$ cat config.mk
export PLATFORM = sky130hd
export DESIGN_NAME = vcfg_ctrl
export DESIGN_NICKNAME = d
export VERILOG_FILES = /design/src/rtl/rvv_pkg.sv /design/src/rtl/vcfg_vlmax_calc.sv /design/src/rtl/vcfg_ctrl.sv
export SDC_FILE = /design/constraint.sdc
export NUM_CORES = 1
export LEC_CHECK = 0
export CORE_ASPECT_RATIO = 1.1
export CORE_MARGIN = 5
export CORE_UTILIZATION = 28
export CTS_BUF_LIST = sky130_fd_sc_hd__clkbuf_4
export DETAILED_ROUTE_END_ITERATION = 16
export HOLD_SLACK_MARGIN = 0.1
export PLACE_DENSITY = 0.5
export SYNTH_ARGS = -nofsm -noshare
export SYNTH_HDL_FRONTEND = slang
export SYNTH_SLANG_ARGS = --single-unit
$ cat constraint.sdc
create_clock -name clk_i -period 8 [get_ports clk_i]
set_clock_uncertainty 0.05 [all_clocks]
set_input_delay 0.8 -clock clk_i [delete_from_list [all_inputs] [get_ports clk_i]]
set_output_delay 0.8 -clock clk_i [all_outputs]
set_load 0.01 [all_outputs]
$ cat src/rtl/rvv_pkg.sv
// Shared RVV configuration types: vtype layout, field encodings and vcfg FSM states.
// Used by vcfg_ctrl and vcfg_vlmax_calc.
package rvv_pkg;

   localparam int unsigned RISCV_MAX_VLEN = 65536;

   // Bit offsets of the fields inside the 12-bit architectural vtype value
   localparam int unsigned VtypeVlmulOff  = 0;
   localparam int unsigned VtypeVsewOff   = 3;
   localparam int unsigned VtypeVtaOff    = 6;
   localparam int unsigned VtypeVmaOff    = 7;
   localparam int unsigned VtypeVlutOff   = 8;
   localparam int unsigned VtypeVreuseOff = 11;

   typedef logic [31:0] rvv_instruction_t;
   typedef logic [3:0]  hist_tag_t;

   typedef enum logic [2:0] {
      EW8, EW16, EW32, EW64, EW128, EW256, EW512, EW1024
   } vew_e;

   typedef enum logic [2:0] {
      LMUL_1, LMUL_2, LMUL_4, LMUL_8, LMUL_RSVD, LMUL_1_8, LMUL_1_4, LMUL_1_2
   } vlmul_e;

   typedef enum logic [2:0] {
      CBSEQ, CB16, CB32, CB64, CB128, CB256, CB_RSVD6, CB_RSVD7
   } vlut_e;

   typedef enum logic {
      VREUSE_OFF, VREUSE_ON
   } vreuse_e;

   typedef struct packed {
      logic    vill;
      vreuse_e vreuse;
      vlut_e   vlut;
      logic    vma;
      logic    vta;
      vew_e    vsew;
      vlmul_e  vlmul;
   } vtype_t;

   typedef enum logic [2:0] {
      StIdle, StCalc, StDrain, StCommit, StResp
   } vcfg_state_e;

   localparam vtype_t VtypeIll = '{
      vill: 1'b1, vreuse: VREUSE_OFF, vlut: CBSEQ, vma: 1'b0, vta: 1'b0,
      vsew: EW8, vlmul: LMUL_1
   };

endpackage

$ cat src/rtl/vcfg_vlmax_calc.sv
// Combinational vtype legality check and VLMAX = (VLEN/SEW)*LMUL, done in the log2 domain.
module vcfg_vlmax_calc
   import rvv_pkg::*;
#(
   parameter int unsigned VLEN = 4096,
   parameter int unsigned ELEN = 64
) (
   input  logic [11:0] vtype_raw_i,
   input  logic        rs2_hi_nz_i,
   output logic        vill_o,
   output logic [63:0] vlmax_o
);

   localparam int VlenLog2 = $clog2(VLEN);
   localparam int ElenLog2 = $clog2(ELEN);

   logic [2:0] vlmul, vsew, vlut;
   int         sew_l2, lmul_l2, vlmax_l2;

   assign vlmul = vtype_raw_i[VtypeVlmulOff +: 3];
   assign vsew  = vtype_raw_i[VtypeVsewOff +: 3];
   assign vlut  = vtype_raw_i[VtypeVlutOff +: 3];

   always_comb begin
      sew_l2   = 3 + int'(vsew);
      // Fractional encodings 5..7 map to log2 LMUL of -3..-1
      lmul_l2  = vlmul[2] ? int'(vlmul) - 8 : int'(vlmul);
      vlmax_l2 = VlenLog2 - sew_l2 + lmul_l2;
      vill_o   = rs2_hi_nz_i
                 || (vsew > EW64)
                 || (vlmul == LMUL_RSVD)
                 || (vlut > CB256)
                 || (sew_l2 > lmul_l2 + ElenLog2);
      vlmax_o  = '0;
      if (!vill_o && (vlmax_l2 >= 0) && (vlmax_l2 < 64)) begin
         vlmax_o = 64'd1 << vlmax_l2;
      end
   end

endmodule

$ cat src/rtl/vcfg_ctrl.sv
// Vector configuration controller: executes vsetvli/vsetivli/vsetvl and owns vtype/vl.
// Optional LUT history tag counter enabled by defining ARA_LUT_HIST_EN.
module vcfg_ctrl
   import rvv_pkg::*;
#(
   parameter int unsigned VLEN = 4096,
   parameter int unsigned ELEN = 64
) (
   input  logic             clk_i,
   input  logic             rst_ni,
   input  logic             req_valid_i,
   output logic             req_ready_o,
   input  rvv_instruction_t req_instr_i,
   input  logic [63:0]      req_rs1_i,
   input  logic [63:0]      req_rs2_i,
   output logic             resp_valid_o,
   input  logic             resp_ready_i,
   output logic [63:0]      resp_rd_o,
   input  logic             backend_idle_i,
   output vtype_t           vtype_o,
   output logic [63:0]      vl_o,
   output logic             vstart_clr_o,
   output hist_tag_t        hist_tag_o
);

   vcfg_state_e      state_q, state_d;
   rvv_instruction_t instr_q, instr_d;
   logic [63:0]      rs1_q, rs1_d, rs2_q, rs2_d;
   vtype_t           vtype_q, vtype_d;
   logic [63:0]      vl_q, vl_d, rd_q, rd_d;

   logic        is_ivli, is_vl, keep_vl, rs2_hi_nz, calc_vill, vill, cfg_change;
   logic [4:0]  rs1_idx, rd_idx;
   logic [11:0] vtype_raw;
   logic [63:0] vlmax, avl, new_vl;
   vtype_t      new_vtype;

   // Opcode/funct3 are decoded upstream
   logic unused_instr;
   assign unused_instr = ^{instr_q[14:12], instr_q[6:0]};

   assign is_ivli   = instr_q[31] & instr_q[30];
   assign is_vl     = instr_q[31] & ~instr_q[30];
   assign rs1_idx   = instr_q[19:15];
   assign rd_idx    = instr_q[11:7];
   assign rs2_hi_nz = is_vl & (|rs2_q[63:12]);

   always_comb begin
      if (is_vl) begin
         vtype_raw = rs2_q[11:0];
      end else if (is_ivli) begin
         vtype_raw = {2'b00, instr_q[29:20]};
      end else begin
         vtype_raw = {1'b0, instr_q[30:20]};
      end
   end

   vcfg_vlmax_calc #(
      .VLEN (VLEN),
      .ELEN (ELEN)
   ) u_vlmax_calc (
      .vtype_raw_i (vtype_raw),
      .rs2_hi_nz_i (rs2_hi_nz),
      .vill_o      (calc_vill),
      .vlmax_o     (vlmax)
   );

   always_comb begin
      keep_vl = ~is_ivli & (rs1_idx == 5'd0) & (rd_idx == 5'd0);
      if (is_ivli) begin
         avl = {59'd0, rs1_idx};
      end else if (rs1_idx != 5'd0) begin
         avl = rs1_q;
      end else begin
         avl = '1;
      end
      vill = calc_vill | (keep_vl & (vl_q > vlmax));
      if (vill) begin
         new_vl    = '0;
         new_vtype = VtypeIll;
      end else begin
         new_vl    = keep_vl ? vl_q : ((avl < vlmax) ? avl : vlmax);
         new_vtype = vtype_t'({1'b0, vtype_raw});
      end
      // vta/vma changes do not need the backend drained
      cfg_change = (new_vtype.vsew != vtype_q.vsew) || (new_vtype.vlmul != vtype_q.vlmul)
                   || (new_vtype.vlut != vtype_q.vlut) || (new_vtype.vreuse != vtype_q.vreuse);
   end

   always_comb begin
      state_d = state_q;
      instr_d = instr_q;
      rs1_d   = rs1_q;
      rs2_d   = rs2_q;
      vtype_d = vtype_q;
      vl_d    = vl_q;
      rd_d    = rd_q;
      unique case (state_q)
         StIdle: begin
            if (req_valid_i) begin
               instr_d = req_instr_i;
               rs1_d   = req_rs1_i;
               rs2_d   = req_rs2_i;
               state_d = StCalc;
            end
         end
         StCalc:   state_d = (cfg_change && !backend_idle_i) ? StDrain : StCommit;
         StDrain:  if (backend_idle_i) state_d = StCommit;
         StCommit: begin
            vtype_d = new_vtype;
            vl_d    = new_vl;
            rd_d    = new_vl;
            state_d = StResp;
         end
         StResp:   if (resp_ready_i) state_d = StIdle;
         default:  state_d = StIdle;
      endcase
   end

   always_ff @(posedge clk_i or negedge rst_ni) begin
      if (!rst_ni) begin
         state_q <= StIdle;
         instr_q <= '0;
         rs1_q   <= '0;
         rs2_q   <= '0;
         vtype_q <= VtypeIll;
         vl_q    <= '0;
         rd_q    <= '0;
      end else begin
         state_q <= state_d;
         instr_q <= instr_d;
         rs1_q   <= rs1_d;
         rs2_q   <= rs2_d;
         vtype_q <= vtype_d;
         vl_q    <= vl_d;
         rd_q    <= rd_d;
      end
   end

   assign req_ready_o  = (state_q == StIdle);
   assign resp_valid_o = (state_q == StResp);
   assign vstart_clr_o = (state_q == StCommit);
   assign vtype_o      = vtype_q;
   assign vl_o         = vl_q;
   assign resp_rd_o    = rd_q;

`ifdef ARA_LUT_HIST_EN
   hist_tag_t hist_q, hist_d;

   always_comb begin
      hist_d = hist_q;
      if ((state_q == StCommit) && !new_vtype.vill && (new_vtype.vreuse == VREUSE_OFF)
          && (new_vtype.vlut != CBSEQ)) begin
         hist_d = hist_q + 4'd1;
      end
   end

   always_ff @(posedge clk_i or negedge rst_ni) begin
      if (!rst_ni) begin
         hist_q <= '0;
      end else begin
         hist_q <= hist_d;
      end
   end

   assign hist_tag_o = hist_q;
`else
   assign hist_tag_o = '0;
`endif

endmodule

-- Word-level counts from Yosys, hierarchy flattened
Cells that the tools add are included.
- register bits after elaboration: 240
- input bits: 165
- output and inout port bits: 148
- logic and storage cells: 82
- add/sub/neg operators: 5
- $lt $le $gt $ge: 7
- eq/ne operators: 13
- shift operators: 1
- multiplexer cells: 15
- bitwise operators: 9
- reduce and logical (&&, ||, !) cells: 20
- operators by type and width (cell ; number):
    2-to-1 mux 64 bit ; 6
    greater-than comparator 64 bit ; 1
    less-than comparator 64 bit ; 1
    << shifter 1 x 32 -> 64 bit, first input constant ; 1
    OR reduction 52 bit ; 1
    adder 32 bit ; 1
    adder 32 x 4 -> 32 bit, second input constant ; 1
    >= comparator 32 x 1 -> 1 bit, second input constant ; 1
    greater-than comparator 32 bit ; 1
    less-than comparator 32 x 8 -> 1 bit, second input constant ; 1
    2-to-1 mux 32 bit ; 1
    subtractor 5 x 32 -> 32 bit, first input constant ; 1
    one-hot mux 3 bit (5 select lines) ; 1
    2-to-1 mux 13 bit ; 1
    2-to-1 mux 12 bit ; 1
    2-to-1 mux 11 bit ; 1
    zero test 5 bit ; 2
    2-to-1 mux 3 bit ; 3
    != test 3 bit ; 3
    logical OR 1 bit ; 7
    AND 1 bit ; 6
    equality test 3 x 2 -> 1 bit, second input constant ; 2
    equality test 3 bit, second input constant ; 2
    nonzero test 5 bit ; 1
    other kinds (16) ; 23

-- Longest topological paths before layout
- depth after elaboration: 23
- gate-level depth with buffers: 31
- gate-level depth less buffers: 27

-- Cells and area by module
A second synthesis with hierarchy kept.
- cell total of the unflattened synthesis: 1479
- area, all modules: 15418.5 um^2
- by module, submodules not included (module ; instances ; cells an instance ; area each (um^2) ; seq. area each (um^2)):
    vcfg_ctrl ; 1 ; 1284 ; 13772.0 ; 5756.8
    vcfg_vlmax_calc ; 1 ; 195 ; 1646.6 ; 0.0

-- Worst setup path before layout
No wires, ideal clock.
- kind: register to register
- start: register instr_q[31]
- end: register rd_q[24], in the netlist resp_rd_o[24]
- library setup time: 0.126 ns
- arrival: 5.592 ns
- data required time: 7.824 ns
- slack: 2.232 ns
- cell stages (with the launch flop): 27
- buffers on the path: 3
- period minus slack after synthesis: 5.768 ns
- path through: dfrtp_1 nor2b_1 clkbuf_1 clkbuf_1 mux2i_1 xnor2_1 ha_1 inv_1 ha_1 inv_1 fa_1 o21ai_0 and3_1 a21bo_2 nand3b_1 nor2_1 nand2_1 ha_1 nand4_1 nor2_1 o2111ai_1 o211ai_1 o2111ai_1 a31oi_2 o21ai_2 buf_2 a221o_1
- cells in the longest elaborated chain, start to end: 16
- elaborated cells between the ends (all ways): 39
- classes of those cells: add/sub: 5; order compare: 7; eq/ne: 2; shift: 1; mux: 8; bitwise: 8; reduce/logical: 8
- ends and longest elaborated chain (element ; RTL line ; RTL):
    from (decl) ; vcfg_ctrl.sv:27 ; rvv_instruction_t instr_q, instr_d;
    from (signal assigned) ; vcfg_ctrl.sv:131 ; instr_q <= instr_d;
    branches (longest 16 deep; another with greater-than comparator 64 bit) ; - ;
    to (signal assigned) ; vcfg_ctrl.sv:136 ; rd_q <= rd_d;
    to (decl) ; vcfg_ctrl.sv:30 ; logic [63:0] vl_q, vl_d, rd_q, rd_d;
Parallel ways; which one is timed is not known. The select of a mux whose other input is x is not followed.
A chain may end at the register's enable or synchronous reset.

-- Worst setup path in the final report
- start: register instr_q[31]
- end: register rd_q[42], in the netlist resp_rd_o[42]
Same word-level chain as after synthesis.

==> flow_summary.yaml <==
timing:
  clock.fmax_mhz: 136
  tightest_slew_ps: 996
  slew_viol_final: 0
  setup_ws_ps: 662
  finalSetupViolCount: 0
  setup-tns-final_ps: 0
  hold_viol_final: 0
  finalCriticalPeriod_ps: 7340
  period_share_pct: 91.7
  relSlewSlack_pct: 33.4
  rsz0062_at_grt: "no"
logic_synthesis:
  syn-instance-count: 1346
  ys_warn_count: 0
  synthTopCellsByArea: "dfrtp_1 (41%), ha_1 (13%), mux2_2 (12%), buf_4 (3.7%), nand2_1 (3.1%)"
  yosysTopAreaCell: "dfrtp_1"
  ys.flop_type: "dfrtp_1"
  synth_top_cell_area_share_pct: 40.7
  syn_area_per_cell_um2: 10.5
  ys_seq_elements: 230
  synthArstFlopShare_pct: 100
  synth.distinct_cells: 70
  yosysSeqAreaShare_pct: 40.9
  syn-cell-area_um2: 14100
  synth_edf_count: 0
global_routing:
  antenna_found_initial: 6
  grt_pass1_wl_mm: 69.6
  grt_pass1_vias: 12127
  overflow: 0
  grt_max_degree: 116
  grt_use_total_pct: 16.1
layout:
  final_cell_mix: "clkdlybuf4s50_1 (297), dfrtp_1 (229), mux2_2 (148)"
  regArea_um2: 5760
  design_area_um2: 18500
  fill_cells: 5130
  drive_above_1_share_pct: 17.4
  area_growth_pct: 31.2
  layout.cells.most_common: "clkdlybuf4s50_1"
  nets: 1979
  layout.cells.non_filler: 2381
  multi_input_area_um2: 7610
setup_path:
  cp_max_fo: 33
  worstPathRequired_ps: 8630
  path_buf_inv: 4
  cp_slowest_cell: "o21ai_4"
  critical_path.endpoint_type: "register"
  cp_cell_sequence: "nand2b_1, mux2i_1, inv_1, ha_1, inv_1, ha_1, inv_1, fa_1, o21ai_0, and3_1, a21bo_2, nand3b_1, nor2_1, nand2_1, ha_1, o21a_1, o21a_1, o2111ai_1, o211ai_1, o2111ai_1, a31oi_2, o21ai_4, buf_12, o2bb2ai_1"
  crit_type: "register to register"
  arrival_ps: 7970
  crit_family: "compound AO/OA/AOI/OAI gates"
  worstSetupStartpointType: "register"
  critPathMaxStageDelay_ps: 810
clocking:
  clk-insertion-delay-late_ps: 800
  cts_resized: 0
  clock_sinks: 230
  path_clk_slew_ps: 60
  cts_buffer_depth: 3
  htreeDepth: 3
  numCtsBuffers: 69
  cts_tree: "yes"
  cts_root_buffer: "clkbuf_4"
routing:
  viasPerCell: 4.82
  post_drt_wl_per_cell_um: 18.7
  drtAntennaViolNets: 0
  vias: 11469
  drc: 0
  dr.first_iter.drc_count: 514
  wirelength_mm: 44.5
  dr.pass1.iters: 5
hold_path:
  hp-class: "register to register"
placed_design:
  dp.cells: 2258
  postPlaceCellArea_um2: 17600
  dpl.hpwl_mm: 33.5
  place_congestion: 0.850
  dp_worst_setup_slack_ps: 620
  io_buffers: 298
job:
  maxCapViolCount: 0
floorplan:
  dieArea_um2: 54900
  die_h_um: 245
  die_x_um: 224
  io_pins: 313
  coreArea_um2: 49900
  rows: 86
  initial_core_util_pct: 28.2
pwr:
  vdd_ir_drop_max_mv: 0.307
  p_leak_nw: 7.86
  p_per_area_nw_per_um2: 443
outcome:
  outcome: "completed"
## cell families (layout without fill, tap and decap cells)
family / count (synthesis) / after routing / synth area share, %
compound gates: 291 / 291 / 15.0
xor+xnor: 12 / 12 / 0.747
fa+ha+maj: 144 / 144 / 12.9
buf+inv: 190 / 497 / 7.04
flops: 230 / 230 / 40.9
mux: 156 / 156 / 12.4
other cells: 2 / 70 / 0.0534
simple gates: 321 / 321 / 11.0
## cells in the mapped netlist, types with 9 or more instances
| library cell | number |
|---|---|
| xnor2_1 | 9 |
| o2bb2ai_1 | 32 |
| ha_1 | 142 |
| o21ai_0 | 66 |
| clkbuf_1 | 46 |
| inv_1 | 59 |
| nand2_1 | 115 |
| o31ai_1 | 11 |
| dfrtp_1 | 229 |
| a21oi_1 | 43 |
| a221o_1 | 32 |
| buf_2 | 12 |
| a21o_1 | 18 |
| nor2_1 | 49 |
| nor3_1 | 50 |
| nand3_1 | 15 |
| o21a_1 | 30 |
| a211oi_1 | 10 |
| mux2_2 | 148 |
| nand4_1 | 29 |
| buf_4 | 70 |
| and2_1 | 15 |
| nor4_1 | 22 |
## through the flow
stage | hold slack, ps | utilization, % | power, mW
after detailed placement | 402 | 35.2 | 7.05
after global placement | 398 | 35.2 | 6.95
final | 412 | 37.0 | 8.18
after global routing | 423 | 37.0 | 8.91
after CTS | 413 | 37.0 | 8.32
after floorplan | 415 | - | 5.32
## path summary, 6_finish.rpt
kind                                  start            end  slack [ps]  cells past startpoint
worst min register to register  vtype_o[12]    vtype_o[12]         410                      2
worst max register to register  instr_q[31]  resp_rd_o[42]         660                     24
worst min-delay path            vtype_o[12]    vtype_o[12]         410                      2
max in group asynchronous            rst_ni  resp_rd_o[13]        5750                      3
worst max-delay path            instr_q[31]  resp_rd_o[42]         660                     24
min in group asynchronous            rst_ni     instr_q[7]         640                      2
## cell type report
cell class / count / area share, %
diodes: 2 / 0.0271
clock buffers: 99 / 4.02
clock inverters: 21 / 0.833
inverters: 59 / 1.20
multi-input cells: 992 / 41.2
flip-flops and latches: 230 / 31.2
well taps: 660 / 4.47
repair buffers: 318 / 17.1
## worst min-delay path, cell delays in order, from the launching register on
cell and delay (ps):
dfstp_2 370, nand2_1 50, nand2_1 50
## per-layer routing
layer	track usage (%)	vias up	part of all wire (%)
met3	5.59	77	7.9
li1	-	5513	-
met4	6.11	8	2.6
met1	18.9	5555	41
met5	0	-	0.12
met2	27.2	316	48
## what timing repair did
| item | CTS | global route |
|---|---|---|
| hold endpoints to repair | 110 | 0 |
| hold buffers | 1 | 0 |
| setup buffers | 0 | 0 |
## report_power, final
group,switching (mW),internal [mW]
clock,0.553,0.635
sequential,0.533,1.74
combinational,2.46,2.25
total,3.54,4.63
## state kept, by name (all words and copies together), names as in the netlist
signal     flops
rs1_q         64
rs2_q         64
resp_rd_o     64
vtype_o       13
state_q        3
instr_q       22
Power figures use the tool's default switching activity.
==> variant 1 (config.mk and constraints unchanged) <==
`VLEN` is set to 4096 in 2 places; all go to 2048.
--- a/src/rtl/vcfg_vlmax_calc.sv
+++ b/src/rtl/vcfg_vlmax_calc.sv
@@ -4,3 +4,3 @@
 #(
-   parameter int unsigned VLEN = 4096,
+   parameter int unsigned VLEN = 2048,
    parameter int unsigned ELEN = 64
--- a/src/rtl/vcfg_ctrl.sv
+++ b/src/rtl/vcfg_ctrl.sv
@@ -5,3 +5,3 @@
 #(
-   parameter int unsigned VLEN = 4096,
+   parameter int unsigned VLEN = 2048,
    parameter int unsigned ELEN = 64
Behaviour: not the same (a bounded check fails within 4 cycles, from zero or initial values and one cycle with rst_ni low).
==> variant 1 against the original RTL <==
  * Final cell count fell by 3.7%
  * Via count fell by 2.3%
  * Cell area fell by 0.35%
  * Area after synthesis fell by 0.86%
  * Setup slack got worse by 0.17 ns
  * Synthesized cell count fell by 6.9%
  * Routed wire length rose by 0.68%
  * Critical endpoint is now resp_rd_o[9]$_DFFE_PN0P_
  * Power fell by 7.5%
  * Sequential cell count did not move
==> variant 1: results (changes against the original RTL) <==
Parameter                              Value

Outcome
  Status    complete, no violations (unchanged)

Worst setup path
  Largest fanout of any net on the critical path    23 (was 33)
  Arrival time of the worst setup path    8.07 ns (was 7.97 ns)
  CP delay by family, top    simple AND/OR/NAND/NOR gates (was compound AO/OA/AOI/OAI gates)

Floorplanning
  Die outline area    54400 um2 (was 54900 um2)

Placed design
  Detailed Place HPWL    33400 um (was 33500 um)
  DP Area    17400 um2 (was 17600 um2)
  Worst Setup Slack post-DPL    0.520 ns (was 0.620 ns)
  Inst Count DP    2162 (was 2258)

GRT
  Maximum number of pins on one net before global-route repair    109 (was 116)
  Number of global-route vias before repair    12000 (was 12100)
  Combined global-route utilization of all metal layers    16.2% (was 16.1%)
  Antenna violations before repair    7 (was 6)

Synth
  Share of the synthesized netlist area taken by xor and xnor gates    0.377% (was 0.747%)
  Mux cell area share after synthesis    13.0% (was 12.4%)
  Post-synthesis sequential area ratio    41.3% (was 40.9%)
  Cell types with the highest counts after synthesis    sky130_fd_sc_hd__dfrtp_1 (229), sky130_fd_sc_hd__mux2_2 (151), sky130_fd_sc_hd__ha_1 (141), sky130_fd_sc_hd__buf_4 (71), sky130_fd_sc_hd__nand2_1 (70) (was sky130_fd_sc_hd__dfrtp_1 (229), sky130_fd_sc_hd__mux2_2 (148), sky130_fd_sc_hd__ha_1 (142), sky130_fd_sc_hd__nand2_1 (115), sky130_fd_sc_hd__buf_4 (70))
  Netlist cell types    69 (was 70)
  Synthesized-area fraction occupied by ao, oa, aoi and oai cells    15.0% (about the same)
  Adder-cell share of the synthesized area    12.9% (about the same)
  Top post-synthesis cells by area    sky130_fd_sc_hd__dfrtp_1 (41%), sky130_fd_sc_hd__ha_1 (13%), sky130_fd_sc_hd__mux2_2 (12%), sky130_fd_sc_hd__buf_4 (3.8%), sky130_fd_sc_hd__o21a_1 (3.4%) (was sky130_fd_sc_hd__dfrtp_1 (41%), sky130_fd_sc_hd__ha_1 (13%), sky130_fd_sc_hd__mux2_2 (12%), sky130_fd_sc_hd__buf_4 (3.7%), sky130_fd_sc_hd__nand2_1 (3.1%))

Detailed routing
  Total via count in the routed design    11200 (was 11500)
  Drt initial violations    501 (was 514)
  Post-detailed-routing wire length    44800 um (was 44500 um)

Timing
  Hold Slack    0.437 ns (was 0.412 ns)
  Transition at the pin with the smallest max-transition slack    0.988 ns (was 0.996 ns)

Finish
  Number of non-clock buffers in the layout    320 (was 318)
  Number of antenna diodes    1 (was 2)
  Final std cells w/o fill    2292 (was 2381)
  Utilization of the core after routing    37.5% (was 37.0%)
  Multi-input combinational area share    41.2% (about the same)
  Layout inverter count without the clock tree    24 (was 59)
  Sequential share of cell area    31.3% (was 31.2%)

Power and ir drop
  Maximum ir drop on the vdd rail    230 uV (was 307 uV)
## variant 1: kinds of logic after synthesis
| group | count (synthesis) |
|---|---|
| other | 2 |
| flip-flops | 230 |
| multiplexers | 161 |
| buffers and inverters | 152 |
| AO/OA/AOI/OAI | 282 |
| adder cells (fa/ha/maj) | 143 |
| AND/OR/NAND/NOR | 277 |
| XOR/XNOR | 6 |
## variant 1: path summary, 6_finish.rpt
check	from	to	depth (start not counted)
max in group asynchronous	rst_ni	rs2_q[61]$_DFFE_PN0P_	3
setup / recovery	instr_q[31]$_DFFE_PN0P_	resp_rd_o[9]$_DFFE_PN0P_	26
setup reg to reg	instr_q[31]$_DFFE_PN0P_	resp_rd_o[9]$_DFFE_PN0P_	26
min in group asynchronous	rst_ni	resp_rd_o[37]$_DFFE_PN0P_	2
hold / removal	vtype_o[7]$_DFFE_PN0P_	vtype_o[7]$_DFFE_PN0P_	2
hold reg to reg	vtype_o[7]$_DFFE_PN0P_	vtype_o[7]$_DFFE_PN0P_	2
## variant 1: power groups by stage
stage / registers [mW] / clock network (mW) / logic (mW)
floorplan: 1.98 / 0 / 2.96
global placement: 2.07 / 0 / 4.16
detailed placement: 2.09 / 0 / 4.25
CTS: 2.07 / 1.34 / 4.27
global route: 2.13 / 1.40 / 4.68
finish: 2.06 / 1.27 / 4.23
## variant 1: layer usage
layer  wire length, um  track usage, %  vias to the layer above
met3              3450            5.97                       88
met2             21400            27.0                      343
li1                  -               -                     5316
met4              1080            5.87                       12
met5                69               0                        -
met1             18700            19.3                     5446
## variant 1: timing repair
item	in CTS	in global routing
hold buffers	1	0
resized for setup	0	2
endpoints found under the hold margin	105	0
endpoints found under the setup margin	0	32
==> variant 2 (config.mk and constraints unchanged) <==
Made on the original files. `rs1_q`, `rs2_q`, `vl_q` and `rd_q` no longer have a reset.
--- a/src/rtl/vcfg_ctrl.sv
+++ b/src/rtl/vcfg_ctrl.sv
@@ -123,7 +123,3 @@
          instr_q <= '0;
-         rs1_q   <= '0;
-         rs2_q   <= '0;
          vtype_q <= VtypeIll;
-         vl_q    <= '0;
-         rd_q    <= '0;
       end else begin
@@ -131,8 +127,11 @@
          instr_q <= instr_d;
-         rs1_q   <= rs1_d;
-         rs2_q   <= rs2_d;
          vtype_q <= vtype_d;
-         vl_q    <= vl_d;
-         rd_q    <= rd_d;
       end
+   end
+
+   always_ff @(posedge clk_i) begin
+      rs1_q <= rs1_d;
+      rs2_q <= rs2_d;
+      vl_q  <= vl_d;
+      rd_q  <= rd_d;
    end
Function: differs if rst_ni is asserted again (counterexample within 4 cycles, from zero or initial values and one cycle with rst_ni low); with rst_ni held inactive, the same outputs for 4 cycles.
==> variant 2 against the original RTL <==
  * Cell area is 0.59% lower
  * Via count decreased by 4.9%
  * Setup slack improved by 0.0017 ns
  * Routed wire length fell by 4.5%
  * Area after synthesis is 0.96% lower
  * Die area is 0.92% lower
  * Critical path depth grew 1
  * Power is 11% lower
  * Sequential cell count stayed put
  * Largest cell class is now registers
==> variant 2: results (changes against the original RTL) <==
Parameter                              Value

GRT
  Number of global-route vias before repair    11600 (was 12100)
  Maximum number of pins on one net before global-route repair    89 (was 116)
  Antenna violations before repair    4 (was 6)
  GRT met3 Usage    4.34% (was 5.59%)
  Combined global-route utilization of all metal layers    15.5% (was 16.1%)

Detailed routing
  Drt initial violations    466 (was 514)
  Post-detailed-routing wire length    42500 um (was 44500 um)
  Via density per instance    4.70 (was 4.82)

Finish
  Share of post-route cells with drive strength above 1    11.3% (was 17.4%)
  FILL cells    4934 (was 5130)

Worst setup path
  Largest fanout of any net on the critical path    32 (was 33)
  Endpoint of the lowest-slack register-to-register path    resp_rd_o[23]$_SDFFCE_PP0P_ (was resp_rd_o[42]$_DFFE_PN0P_)
  Arrival time of the worst setup path    7.75 ns (was 7.97 ns)
  Reg2reg start    instr_q[30]$_DFFE_PN0P_ (was instr_q[31]$_DFFE_PN0P_)

Power and ir drop
  Maximum ir drop on the vdd rail    157 uV (was 307 uV)
  Leakage power total    7.01 nW (was 7.86 nW)

Placed design
  Detailed Place HPWL    31600 um (was 33500 um)
  Inst Count DP    2194 (was 2258)

Synth
  Synth Flop Type    sky130_fd_sc_hd__edfxtp_1 (was sky130_fd_sc_hd__dfrtp_1)
  Post-Syn Instances    1281 (was 1346)
  Post-synthesis sequential area ratio    48.2% (was 40.9%)
  Share of async-settable or async-resettable flops after synthesis    16.5% (was 100%)
  Number of synthesized flops with an enable pin    192 (was 0)
  Top post-synthesis cells by area    sky130_fd_sc_hd__edfxtp_1 (41%), sky130_fd_sc_hd__ha_1 (13%), sky130_fd_sc_hd__dfrtp_1 (6.6%), sky130_fd_sc_hd__buf_4 (3.8%), sky130_fd_sc_hd__o21a_1 (3.5%) (was sky130_fd_sc_hd__dfrtp_1 (41%), sky130_fd_sc_hd__ha_1 (13%), sky130_fd_sc_hd__mux2_2 (12%), sky130_fd_sc_hd__buf_4 (3.7%), sky130_fd_sc_hd__nand2_1 (3.1%))
  Netlist cell types    71 (was 70)

Outcome
  Status    complete, no violations (unchanged)

Timing
  Hold Slack    0.432 ns (was 0.412 ns)
-- variant 2: how the worst max path moves through the flow --
stage,from,endpoint,slack [ns],cells past startpoint
final,instr_q[30]$_DFFE_PN0P_,resp_rd_o[23]$_SDFFCE_PP0P_,0.66,25
after global routing,instr_q[30]$_DFFE_PN0P_,resp_rd_o[25]$_SDFFCE_PP0P_,0.14,25
after CTS,instr_q[30]$_DFFE_PN0P_,resp_rd_o[28]$_SDFFCE_PP0P_,0.61,25
after detailed placement,instr_q[31]$_DFFE_PN0P_,resp_rd_o[29]$_SDFFCE_PP0P_,0.64,24
after global placement,instr_q[31]$_DFFE_PN0P_,resp_rd_o[23]$_SDFFCE_PP0P_,0.74,24
after floorplan,instr_q[31]$_DFFE_PN0P_,resp_rd_o[23]$_SDFFCE_PP0P_,1.79,27
-- variant 2: report_power, final --
group / switching, mW / leakage (nW) / internal, mW
logic: 2.37 / 4.21 / 1.69
clock network: 0.544 / 0.542 / 0.658
registers: 0.259 / 2.26 / 1.78
-- variant 2: repair_timing --
| action | CTS | global route |
|---|---|---|
| hold buffers | 1 | 0 |
| endpoints found under the hold margin | 37 | 0 |
| buffers inserted | 0 | 0 |
-- variant 2: kinds of logic (layout without fill, tap and decap cells) --
logic type | Yosys count | in the layout | share of synthesized area (%)
compound gates | 292 | 292 | 15.5
xor+xnor | 6 | 6 | 0.377
fa+ha+maj | 144 | 144 | 13.0
buf+inv | 183 | 502 | 6.97
flops | 230 | 230 | 48.2
mux | 30 | 30 | 2.52
other cells | 2 | 71 | 0.0539
simple gates | 394 | 394 | 13.4
-- variant 2: stage by stage --
stage	util, %	cell area [um2]
6_report	37.4	18400
5_1_grt	37.4	18400
4_1_cts	37.3	18400
3_5_place_dp	35.5	17400
3_3_place_gp	35.5	17400
2_1_floorplan	-	14200
-- variant 2: area by class of cell --
| class | count | area (um2) | share of cell area, % |
|---|---|---|---|
| clock inverters | 19 | 134 | 0.729 |
| clock buffers | 104 | 781 | 4.25 |
| flip-flops and latches | 230 | 6720 | 36.6 |
| diodes | 3 | 7.51 | 0.0409 |
| inverters | 58 | 219 | 1.19 |
| repair buffers | 321 | 3150 | 17.2 |
| multi-input cells | 934 | 6530 | 35.6 |
| well taps | 652 | 816 | 4.44 |
-- variant 2: critical path: cells and delay by family (launching register included) --
kind,cells,cell delay (ns)
simple gates,9,3.02
fa+ha+maj,4,1.19
compound gates,6,1.17
buf+inv,5,0.69
mux,1,0.46
flops,1,0.45
-- variant 2: routing by layer --
layer / routed length [um] / vias up / share of wire, %
met5: 22 / - / 0.052
met2: 20400 / 326 / 48
met3: 2670 / 96 / 6.3
met1: 17700 / 5152 / 42
li1: - / 5326 / -
met4: 1660 / 4 / 3.9
